**src/rtl/puf_response_collector.sv**
```systemverilog
// Sequencer for a pair of ring-oscillator counters. It walks RESP_BITS RO pairs, compares
// each pair's captured counts into one response bit, and hands the word off over valid/ready.
module puf_response_collector #(
  parameter int  CNT_W       = 8,
  parameter int  RESP_BITS   = 8,
  parameter int  CLR_CYC     = 2,
  parameter int  TIMEOUT_CYC = 4096,
  localparam int IDX_W       = $clog2(RESP_BITS),
  localparam int TMR_W       = $clog2(TIMEOUT_CYC + 1),
  localparam int TIE_W       = $clog2(RESP_BITS + 1)
) (
  input  logic                 clk_i,
  input  logic                 rst_ni,
  input  logic                 start_i,
  input  logic [CNT_W-1:0]     cnt_a_i,
  input  logic [CNT_W-1:0]     cnt_b_i,
  input  logic                 fin_a_i,
  input  logic                 fin_b_i,
  output logic                 cnt_en_o,
  output logic                 cnt_clr_o,
  output logic [IDX_W-1:0]     sel_idx_o,
  output logic                 busy_o,
  output logic [RESP_BITS-1:0] resp_o,
  output logic                 resp_valid_o,
  input  logic                 resp_ready_i,
  output logic [TIE_W-1:0]     tie_cnt_o,
  output logic                 err_o
);

  localparam int CLR_W = $clog2(CLR_CYC + 1);
  localparam logic [IDX_W-1:0] LAST_IDX = IDX_W'(RESP_BITS - 1);
  localparam logic [TMR_W-1:0] TMR_LAST = TMR_W'(TIMEOUT_CYC - 1);
  localparam logic [CLR_W-1:0] CLR_LAST = CLR_W'(CLR_CYC - 1);

  typedef enum logic [2:0] {
    S_IDLE, S_CLEAR, S_COUNT, S_COMPARE, S_NEXT, S_DONE
  } state_e;

  state_e               state_q, state_d;
  logic [IDX_W-1:0]     sel_q, sel_d;
  logic [RESP_BITS-1:0] resp_q, resp_d;
  logic [TIE_W-1:0]     tie_q, tie_d;
  logic                 err_q, err_d;
  logic [CNT_W-1:0]     cap_a_q, cap_a_d, cap_b_q, cap_b_d;
  logic                 seen_a_q, seen_a_d, seen_b_q, seen_b_d;
  logic                 tout_q, tout_d;
  logic [TMR_W-1:0]     tmr_q, tmr_d;
  logic [CLR_W-1:0]     clr_q, clr_d;
  logic                 cnt_en, cnt_clr, resp_bit;

  always_ff @(posedge clk_i or negedge rst_ni) begin
    if (!rst_ni) begin
      state_q  <= S_IDLE;
      sel_q    <= '0;
      resp_q   <= '0;
      tie_q    <= '0;
      err_q    <= 1'b0;
      cap_a_q  <= '0;
      cap_b_q  <= '0;
      seen_a_q <= 1'b0;
      seen_b_q <= 1'b0;
      tout_q   <= 1'b0;
      tmr_q    <= '0;
      clr_q    <= '0;
    end else begin
      state_q  <= state_d;
      sel_q    <= sel_d;
      resp_q   <= resp_d;
      tie_q    <= tie_d;
      err_q    <= err_d;
      cap_a_q  <= cap_a_d;
      cap_b_q  <= cap_b_d;
      seen_a_q <= seen_a_d;
      seen_b_q <= seen_b_d;
      tout_q   <= tout_d;
      tmr_q    <= tmr_d;
      clr_q    <= clr_d;
    end
  end

  always_comb begin
    state_d  = state_q;
    sel_d    = sel_q;
    resp_d   = resp_q;
    tie_d    = tie_q;
    err_d    = err_q;
    cap_a_d  = cap_a_q;
    cap_b_d  = cap_b_q;
    seen_a_d = seen_a_q;
    seen_b_d = seen_b_q;
    tout_d   = tout_q;
    tmr_d    = tmr_q;
    clr_d    = clr_q;
    cnt_en   = 1'b0;
    cnt_clr  = 1'b0;
    resp_bit = 1'b0;
    case (state_q)
      S_IDLE: begin
        if (start_i) begin
          state_d = S_CLEAR;
          sel_d   = '0;
          resp_d  = '0;
          tie_d   = '0;
          err_d   = 1'b0;
          clr_d   = '0;
        end
      end
      S_CLEAR: begin
        cnt_clr  = 1'b1;
        seen_a_d = 1'b0;
        seen_b_d = 1'b0;
        tout_d   = 1'b0;
        tmr_d    = '0;
        if (clr_q == CLR_LAST) begin
          state_d = S_COUNT;
          clr_d   = '0;
        end else begin
          clr_d = clr_q + CLR_W'(1);
        end
      end
      S_COUNT: begin
        cnt_en = 1'b1;
        tmr_d  = tmr_q + TMR_W'(1);
        // Only the first finished pulse per side is captured; later count drift is ignored.
        if (fin_a_i && !seen_a_q) begin
          cap_a_d  = cnt_a_i;
          seen_a_d = 1'b1;
        end
        if (fin_b_i && !seen_b_q) begin
          cap_b_d  = cnt_b_i;
          seen_b_d = 1'b1;
        end
        if ((seen_a_q || fin_a_i) && (seen_b_q || fin_b_i)) begin
          state_d = S_COMPARE;
        end else if (tmr_q == TMR_LAST) begin
          state_d = S_COMPARE;
          tout_d  = 1'b1;
        end
      end
      S_COMPARE: begin
        if (tout_q) begin
          err_d = 1'b1;
        end else begin
          resp_bit = (cap_a_q > cap_b_q);
          if (cap_a_q == cap_b_q) tie_d = tie_q + TIE_W'(1);
        end
        resp_d  = {resp_q[RESP_BITS-2:0], resp_bit};
        state_d = (sel_q == LAST_IDX) ? S_DONE : S_NEXT;
      end
      S_NEXT: begin
        sel_d   = sel_q + IDX_W'(1);
        clr_d   = '0;
        state_d = S_CLEAR;
      end
      S_DONE: begin
        if (resp_ready_i) state_d = S_IDLE;
      end
      default: state_d = S_IDLE;
    endcase
  end

  assign cnt_en_o     = cnt_en;
  assign cnt_clr_o    = cnt_clr;
  assign sel_idx_o    = sel_q;
  assign busy_o       = (state_q != S_IDLE);
  assign resp_o       = resp_q;
  assign resp_valid_o = (state_q == S_DONE);
  assign tie_cnt_o    = tie_q;
  assign err_o        = err_q;

endmodule

```
**config.mk**
```make
export PLATFORM = sky130hd
export DESIGN_NAME = puf_response_collector
export DESIGN_NICKNAME = d
export VERILOG_FILES = /design/src/rtl/puf_response_collector.sv
export SDC_FILE = /design/constraint.sdc
export NUM_CORES = 1
export LEC_CHECK = 0
export ABC_AREA = 1
export CORE_MARGIN = 1.5
export CORE_UTILIZATION = 45
export DETAILED_ROUTE_END_ITERATION = 8
export GPL_TIMING_DRIVEN = 0
export PLACE_DENSITY = 0.67
export SYNTH_ARGS = -nofsm -noshare
export SYNTH_HDL_FRONTEND = slang
export SYNTH_SLANG_ARGS = --single-unit
```
**constraint.sdc**
```tcl
create_clock -name clk_i -period 1.8 [get_ports clk_i]
set_input_delay 0.36 -clock clk_i [delete_from_list [all_inputs] [get_ports clk_i]]
set_output_delay 0.36 -clock clk_i [all_outputs]
set_load 0.02 [all_outputs]
```
==> results.py, run 1 <==
metrics = {
    "cts": {
        "clkLatencyLatePin_ns": 0.31,
        "path_clk_slew_ns": 0.10,
        "cts_buffers": 5,
        "cts_sinks": 53,
        "clock_path_buffers": 2,
        "htreeDepth": 2,
        "cts_tree": "done",
        "clock-root-buffer": "clkbuf_8",
    },
    "cells_and_area": {
        "nNetsFinal": 411,
        "areaGrowthSynthToFinish_pct": 24.7,
        "final.fill_count": 554,
        "layout-drive-gt1-share": 0.119,
        "diodes": 0,
    },
    "yosys": {
        "synth_ff_type": "dfrtp_1",
        "synth_cells": 320,
        "yosysUniqueCellTypes": 30,
        "synth_area_per_cell_um2": 8.48,
        "synthArstFlopShare": 1.00,
        "yosysWarningCount": 0,
        "synth_nets": 354,
        "syn_area_um2": 2710,
        "synth-seq-area-share": 0.489,
        "synth-edff-count": 0,
        "ys_seq_elements": 53,
    },
    "die": {
        "dieArea_um2": 6510,
        "io_pins": 42,
        "fp.dieW_um": 80.7,
        "num_rows": 28,
        "core_area_um2": 5890,
        "die_h_um": 80.7,
        "start_util": 0.461,
    },
    "grt": {
        "grt_pass1_vias": 2175,
        "grt_max_degree": 40,
        "gr-total-overflow": 0,
        "grt_use_total": 0.189,
        "grt_pass1_wl_mm": 9.47,
        "antenna_found_initial": 0,
    },
    "pwr": {
        "ir_drop_uv": 727,
        "p_total_mw": 4.32,
        "powerDensity_nw_per_um2": 1280,
        "leakage_nw": 1.66,
    },
    "setup_path": {
        "critPathMaxStageDelay_ns": 0.63,
        "setup.worst_path.start_class": "register",
        "critPathBufInv": 1,
        "critPathTopFamily": "buffers and inverters",
        "required_ns": 1.44,
        "crit_type": "register to output pin",
        "worst_ep_arrival_time_ns": 1.36,
        "worstSetupEndpointType": "output pin",
        "path_cells": "clkdlybuf4s50_1",
        "cp_max_fo": 5,
        "crit_slowest_cell": "clkdlybuf4s50_1",
    },
    "route": {
        "drt_first_iter_violations": 102,
        "wl_mm": 5.34,
        "wl_per_cell_um": 11.8,
        "drt_pass1_iterations": 4,
        "num_vias": 2237,
        "vias_per_cell": 4.94,
        "drc": 0,
        "ant_nets": 0,
    },
    "sta": {
        "hold_viol": 0,
        "slew_headroom": 0.717,
        "rsz0062_at_grt": "false",
        "post-route-period-util": 0.953,
        "finalClockSkew_ns": 0.00882,
        "finalMaxSlewViolations": 0,
        "fin_tns_setup_ns": 0,
        "worst_pin_slew_ns": 0.425,
        "max_freq_ghz": 0.583,
        "period_needed_ns": 1.72,
        "holdWs_ns": 0.492,
        "setup_viol": 0,
    },
    "placed_design": {
        "io_buffers": 41,
        "gp_congestion": 0.812,
        "hpwl_mm": 3.95,
    },
    "hold_path": {
        "hold_path.class": "primary input to async pin",
    },
    "outcome": {
        "status": "finished clean",
    },
    "flow_run": {
        "max_cap_viol_count": 0,
    },
}
-- cells in the final DEF, fill, tap and decap left out, types with 3 or more instances in the layout --
cell type and n:
clkbuf_8 5, o21ai_0 17, inv_2 3, nand3_2 3
nand4_1 6, buf_4 9, clkdlybuf4s50_1 36, nor3_1 3
nor2_1 33, o22ai_1 6, nand3_4 3, nand3_1 17
dfrtp_1 51, ha_1 12, a21oi_1 13, o21ai_1 10
nand2_1 70, inv_1 44, buf_2 5
-- layout make-up --
| type | count | area (um2) | share of cell area |
|---|---|---|---|
| flip-flops and latches | 53 | 1330 | 0.393 |
| clock inverters | 2 | 15.0 | 0.00444 |
| inverters | 49 | 189 | 0.0558 |
| clock buffers | 6 | 72.6 | 0.0214 |
| multi-input cells | 213 | 1180 | 0.350 |
| plain buffers | 4 | 18.8 | 0.00555 |
| well taps | 75 | 93.8 | 0.0277 |
| repair buffers | 51 | 482 | 0.142 |
-- registers in the layout, indices dropped and copies added, names as in the netlist --
signal,count
cap_a_q,8
cap_b_q,8
clr_q,2
err_o,1
resp_o,8
seen_a_q,1
seen_b_q,1
sel_idx_o,3
state_q,3
tie_cnt_o,4
tmr_q,13
tout_q,1
-- timing repair --
| item | 4_1_cts | 5_1_grt |
|---|---|---|
| setup buffers | 3 | 5 |
| gates resized for setup | 14 | 6 |
| pin swaps | 0 | 1 |
| endpoints found under the setup margin | 4 | 3 |
| endpoints found under the hold margin | 14 | 0 |
| hold buffers | 1 | 0 |
-- stage by stage --
step / std cells / cell area (um2) / utilization / setup WS, ns
2_1_floorplan: 320 / 2710 / - / 0.282
3_3_place_gp: 436 / 3220 / 0.547 / -1.30
3_5_place_dp: 437 / 3230 / 0.549 / -0.325
4_1_cts: 448 / 3350 / 0.570 / -0.145
5_1_grt: 453 / 3380 / 0.575 / 0.00600
6_report: 453 / 3380 / 0.575 / 0.0845
-- layer usage --
layer	wire, um	GRT usage	vias up
met5	0	0	-
met3	265	0.0386	10
met4	106	0.0638	0
met2	2410	0.311	51
met1	2560	0.247	1025
li1	-	-	1151
-- worst paths after layout --
path | from | to | slack, ns | depth (start not counted)
worst max-delay path | tie_cnt_o[0] | tie_cnt_o[0] | 0.08 | 1
worst min-delay path | rst_ni | cap_b_q[3] | 0.49 | 2
worst max register to register | state_q[2] | cap_b_q[7] | 0.15 | 7
worst min register to register | tmr_q[10] | tmr_q[10] | 0.50 | 1
max in group asynchronous | rst_ni | state_q[1] | 0.77 | 3
min in group clk_i | tmr_q[10] | tmr_q[10] | 0.50 | 1
-- cell usage after synthesis (3+ instances only) --
library cell  count  area [um2]
nand2_1          70         263
dfrtp_1          53        1330
nor3_1            3        15.0
nand3_1          17        85.1
a21oi_1          13        65.1
o21ai_1          10        50.1
ha_1             12         150
inv_1            45         169
nand3_2           3        30.0
o22ai_1           6        37.5
nand3_4           3        52.6
nor2_1           34         128
o21ai_0          17        85.1
buf_2             4        20.0
inv_2             3        11.3
nand4_1           6        37.5
-- kinds of logic after synthesis --
family                     after synthesis  share of synthesized area
and+or+nand+nor                        146                      0.263
buffers and inverters                   54                     0.0775
DFF                                     53                      0.489
AOI/OAI and AO/OA                       51                      0.102
adders and majority gates               12                     0.0553
xor gates and xnor gates                 3                    0.00968
muxes                                    1                    0.00369
-- power breakdown --
| part | internal [mW] | switching (mW) |
|---|---|---|
| Combinational | 0.773 | 1.19 |
| Sequential | 1.49 | 0.204 |
| Clock | 0.275 | 0.393 |
| Total | 2.54 | 1.78 |
(Power assumes the default switching activity.)
==> run 2, diff against run 1 <==
Settings changed: HOLD_SLACK_MARGIN from default to 0.1.
Clock period 1.8 ns to 2 ns, I/O delays scaled along.
==> run 2 against run 1 <==
Count of clock-buffer cells in the layout unchanged. Non-clock buffer count down 1. First-iteration DRC count down 8.8%. Design area up 0.22%. Power down 9.9%. Critical path depth up 3. Clock power down 9.7%. Clock skew about the same. Via count down 0.63%. Largest cell class unchanged. Highest routed layer unchanged.
==> results.py, run 2 (synthesis gave the netlist of run 1 again) <==
metrics = {
    "die": {
        "die_h_um": 80.7,
        "num_rows": 28,
        "io_pins": 42,
        "start_util": 0.461,
        "dieArea_um2": 6510,
        "core_area_um2": 5890,
        "fp.dieW_um": 80.7,
    },
    "cts": {
        "cts_sinks": 53,
        "cts_tree": "done",
        "cts_buffers": 5,
        "clock-root-buffer": "clkbuf_8",
        "htreeDepth": 2,
        "clkLatencyLatePin_ns": 0.31,
        "path_clk_slew_ns": 0.10,
        "clock_path_buffers": 2,
    },
    "cells_and_area": {
        "final_area_um2": 3390,
        "final_cell_mix": "70 x nand2_1, 51 x dfrtp_1, 44 x inv_1",
        "diodes": 0,
        "layout-drive-gt1-share": 0.111,
        "final_common_cell": "nand2_1",
        "fin_util": 0.576,
        "areaGrowthSynthToFinish_pct": 25.0,
        "regMostFlops": "tmr_q",
        "nNetsFinal": 410,
        "largest_reg_flops": 13,
    },
    "outcome": {
        "status": "finished clean",
    },
    "route": {
        "wl_per_cell_um": 11.8,
        "drt_pass1_iterations": 4,
        "ant_nets": 0,
        "drc": 0,
        "num_vias": 2223,
        "wl_mm": 5.34,
        "drt_first_iter_violations": 93,
        "vias_per_cell": 4.92,
    },
    "sta": {
        "setup_viol": 0,
        "finalMaxSlewViolations": 0,
        "worst_pin_slew_ns": 0.425,
        "rsz0062_at_grt": "false",
        "layout_setup_ws_ns": 0.131,
        "finalClockSkew_ns": 0.00909,
        "slew_headroom": 0.717,
        "hold_viol": 0,
        "period_needed_ns": 1.87,
        "max_freq_ghz": 0.535,
        "post-route-period-util": 0.934,
    },
    "setup_path": {
        "crit_type": "register to output pin",
        "setup.worst_path.start_class": "register",
        "worstSetupEndpointType": "output pin",
        "required_ns": 1.60,
        "cp_max_fo": 10,
        "worst_ep_arrival_time_ns": 1.47,
    },
    "placed_design": {
        "io_buffers": 41,
        "place_ws_ns": -0.165,
        "dpl_cell_area_um2": 3230,
        "hpwl_mm": 3.95,
        "gp_congestion": 0.812,
    },
    "grt": {
        "antenna_found_initial": 0,
        "grt_use_total": 0.188,
        "grt_max_degree": 40,
        "grt_pass1_wl_mm": 9.45,
        "gr-total-overflow": 0,
        "grt_pass1_vias": 2167,
    },
    "pwr": {
        "leakage_nw": 1.66,
        "powerDensity_nw_per_um2": 1150,
        "ir_drop_uv": 654,
        "p_total_mw": 3.89,
    },
    "hold_path": {
        "hold_path.class": "register to register",
    },
    "flow_run": {
        "max_cap_viol_count": 0,
    },
}
[run 2: per-layer routing]
| layer | global-route usage | part of all wire |
|---|---|---|
| met1 | 0.245 | 0.49 |
| met2 | 0.310 | 0.45 |
| met3 | 0.0386 | 0.045 |
| met4 | 0.0638 | 0.020 |
| met5 | 0 | 0 |
[run 2: final cells by class]
class / count / area (um2)
clock inverters: 2 / 15.0
flip-flops and latches: 53 / 1330
fillers: 551 / 2490
inverters: 49 / 189
repair buffers: 50 / 492
plain buffers: 4 / 18.8
multi-input cells: 213 / 1180
clock buffers: 6 / 72.6
well taps: 75 / 93.8
[run 2: report_power, final]
group	internal (mW)	total, mW	switching [mW]
clock	0.247	0.603	0.355
combinational	0.701	1.76	1.06
sequential	1.34	1.53	0.186
total	2.29	3.89	1.60
[run 2: final timing paths]
path	startpoint	end	slack [ns]	depth (start not counted)
setup / recovery	state_q[2]	cnt_en_o	0.13	4
hold / removal	tmr_q[10]	tmr_q[10]	0.49	1
setup reg to reg	state_q[2]	cap_b_q[7]	0.35	7
hold reg to reg	tmr_q[10]	tmr_q[10]	0.49	1
max in group asynchronous	rst_ni	state_q[1]	0.93	3
min in group asynchronous	rst_ni	cap_b_q[3]	0.53	2
[run 2: critical path: stages (launching register included)]
cell and delay, ns:
dfrtp_1 0.43, inv_4 0.14, nand2_2 0.11, nor2_8 0.19, clkdlybuf4s15_2 0.29
[run 2: metrics by stage]
stage,hold slack (ns),TNS [ns],instances
2_1_floorplan,0.104,0,320
3_3_place_gp,0.468,-60.56,436
3_5_place_dp,0.338,-0.189,437
4_1_cts,0.498,-0.0417,447
5_1_grt,0.532,0,452
6_report,0.492,0,452
[run 2: repair_timing]
item                       in CTS  in global routing
hold endpoints to repair       14                  0
setup endpoints to repair       4                  3
hold buffers                    1                  0
resized for setup              10                  3
pin swaps                       0                  1
buffers inserted                2                  5
==> run 3, diff against run 2 <==
Settings changed: SKIP_LAST_GASP from default to 1.
==> run 3 against run 2 <==
Sequential cell count unchanged. Largest cell class unchanged. Register-to-register slack lost 0.06 ns. Fmax shrank 2.9%. Clock skew barely moved. Sequential share of layout area barely moved. Utilization barely moved. Highest routed layer unchanged. Worst hold slack barely moved. Power shrank 0.14%. Clock power about the same.
==> results.py, run 3 (synthesis gave the netlist of run 1 again) <==
metrics = {
    "sta": {
        "finalClockSkew_ns": 0.00905,
        "max_freq_ghz": 0.519,
        "slew_headroom": 0.717,
        "worst_pin_slew_ns": 0.425,
        "hold_viol": 0,
        "fin_tns_setup_ns": 0,
        "period_needed_ns": 1.93,
        "setup_viol": 0,
        "post-route-period-util": 0.963,
        "rsz0062_at_grt": "true",
        "finalMaxSlewViolations": 0,
    },
    "pwr": {
        "pwr-share-seq": 0.392,
        "leakage_nw": 1.66,
        "powerDensity_nw_per_um2": 1150,
        "p_switching_mw": 1.60,
        "intPower_mw": 2.29,
        "power_frac_comb": 0.453,
        "clockPowerShare": 0.155,
        "ir_drop_uv": 654,
        "power.share.switching": 0.412,
    },
    "cts": {
        "path_clk_slew_ns": 0.10,
        "clock_path_buffers": 2,
        "clkLatencyLatePin_ns": 0.31,
        "cts_buffers": 5,
        "cts_tree": "done",
        "cts_sinks": 53,
        "htreeDepth": 2,
        "clock-root-buffer": "clkbuf_8",
    },
    "cells_and_area": {
        "final_cells": 452,
        "nNetsFinal": 410,
        "final_cell_mix": "70 x nand2_1, 51 x dfrtp_1, 44 x inv_1",
        "areaGrowthSynthToFinish_pct": 24.9,
        "regMostFlops": "tmr_q",
        "diodes": 0,
        "layout-drive-gt1-share": 0.111,
        "largest_reg_flops": 13,
        "final_common_cell": "nand2_1",
    },
    "grt": {
        "gr-total-overflow": 0,
        "grt_pass1_wl_mm": 9.45,
        "grt_use_total": 0.188,
        "grt_pass1_vias": 2167,
        "grt_max_degree": 40,
        "antenna_found_initial": 0,
    },
    "setup_path": {
        "r2r_end": "cap_b_q[7]",
        "required_ns": 1.60,
        "critPathMaxStageDelay_ns": 0.41,
        "path_cells": "inv_2 -> nand2_2 -> nor2_8 -> clkdlybuf4s15_2",
        "crit_type": "register to output pin",
        "ff2ff_setup_slack_ns": 0.29,
        "worstSetupEndpointType": "output pin",
        "cp_max_fo": 10,
        "reg2reg_from": "state_q[2]",
        "r2r_cells": 7,
        "crit_slowest_cell": "dfrtp_1",
        "setup.worst_path.start_class": "register",
        "worst_ep_arrival_time_ns": 1.53,
    },
    "route": {
        "ant_nets": 0,
        "wl_mm": 5.34,
        "drt_first_iter_violations": 93,
        "wl_per_cell_um": 11.8,
        "drt_pass1_iterations": 4,
        "drc": 0,
        "vias_per_cell": 4.91,
        "num_vias": 2221,
    },
    "die": {
        "die_h_um": 80.7,
        "num_rows": 28,
        "fp.dieW_um": 80.7,
        "start_util": 0.461,
        "io_pins": 42,
        "core_area_um2": 5890,
        "dieArea_um2": 6510,
    },
    "placed_design": {
        "io_buffers": 41,
        "dp.cells": 437,
        "hpwl_mm": 3.95,
        "gp_congestion": 0.812,
    },
    "hold_path": {
        "hold_path.class": "register to register",
        "holdPathStages": 1,
        "hp-start": "tmr_q[10]",
        "hold_path_end": "tmr_q[10]",
    },
    "flow_run": {
        "max_cap_viol_count": 0,
    },
    "outcome": {
        "status": "finished clean",
    },
}
-- run 3: cell count changes in the layout (fill, tap and decap cells not counted) --
cell,change
inv_2,+1
inv_4,-1
-- run 3: metal layers --
metal	track usage	part of all wire	vias to the layer above	wire [um]
met2	0.310	0.45	51	2410
li1	-	-	1144	-
met3	0.0386	0.045	10	238
met1	0.245	0.49	1016	2590
met5	0	0	-	0
met4	0.0638	0.020	0	106
-- run 3: what timing repair did --
item | 4_1_cts | 5_1_grt
pin swaps | 0 | 1
setup endpoints to repair | 4 | 3
endpoints found under the hold margin | 14 | 0
buffers inserted | 2 | 5
resized for setup | 10 | 2
hold buffers | 1 | 0
-- run 3: final cells by class --
cell class	instances	area, um2
Buffer	4	18.8
Clock buffer	6	72.6
Clock inverter	2	15.0
Fill cell	552	2500
Inverter	49	186
Multi-Input combinational cell	213	1180
Sequential cell	53	1330
Tap cell	75	93.8
Timing Repair Buffer	50	492
-- run 3: how the worst max path moves through the flow --
| stage | start | end | cells past startpoint |
|---|---|---|---|
| CTS | state_q[2] | cnt_en_o | 4 |
| detailed placement | state_q[2] | cnt_en_o | 5 |
| global route | state_q[2] | cnt_en_o | 4 |
| global placement | rst_ni | tmr_q[11] | 1 |
| floorplan | state_q[0] | resp_valid_o | 2 |
| finish | state_q[2] | cnt_en_o | 4 |
-- run 3: worst max-delay path, delay by kind of cell, from the launching register on --
| kind | cells | cell delay, ns |
|---|---|---|
| AND/OR/NAND/NOR | 2 | 0.33 |
| buffers and inverters | 2 | 0.47 |
| flip-flops | 1 | 0.41 |
-- run 3: power groups by stage --
stage               clock, mW  combinational [mW]  sequential (mW)
floorplan                   0                1.09             1.59
global placement            0                1.62             1.55
detailed placement          0                1.66             1.56
CTS                     0.624                1.72             1.52
global route            0.663                2.00             1.57
finish                  0.603                1.76             1.52
-- run 3: stage by stage --
step                worst slack, ns   util  hold WS (ns)  area (um2)  power (mW)
floorplan                     0.442      -         0.104        2710        2.68
global placement              -1.14  0.547         0.468        3220        3.17
detailed placement           -0.165  0.549         0.338        3230        3.22
CTS                         -0.0417  0.569         0.498        3350        3.86
global route                -0.0142  0.576         0.532        3390        4.23
finish                       0.0745  0.576         0.492        3390        3.89
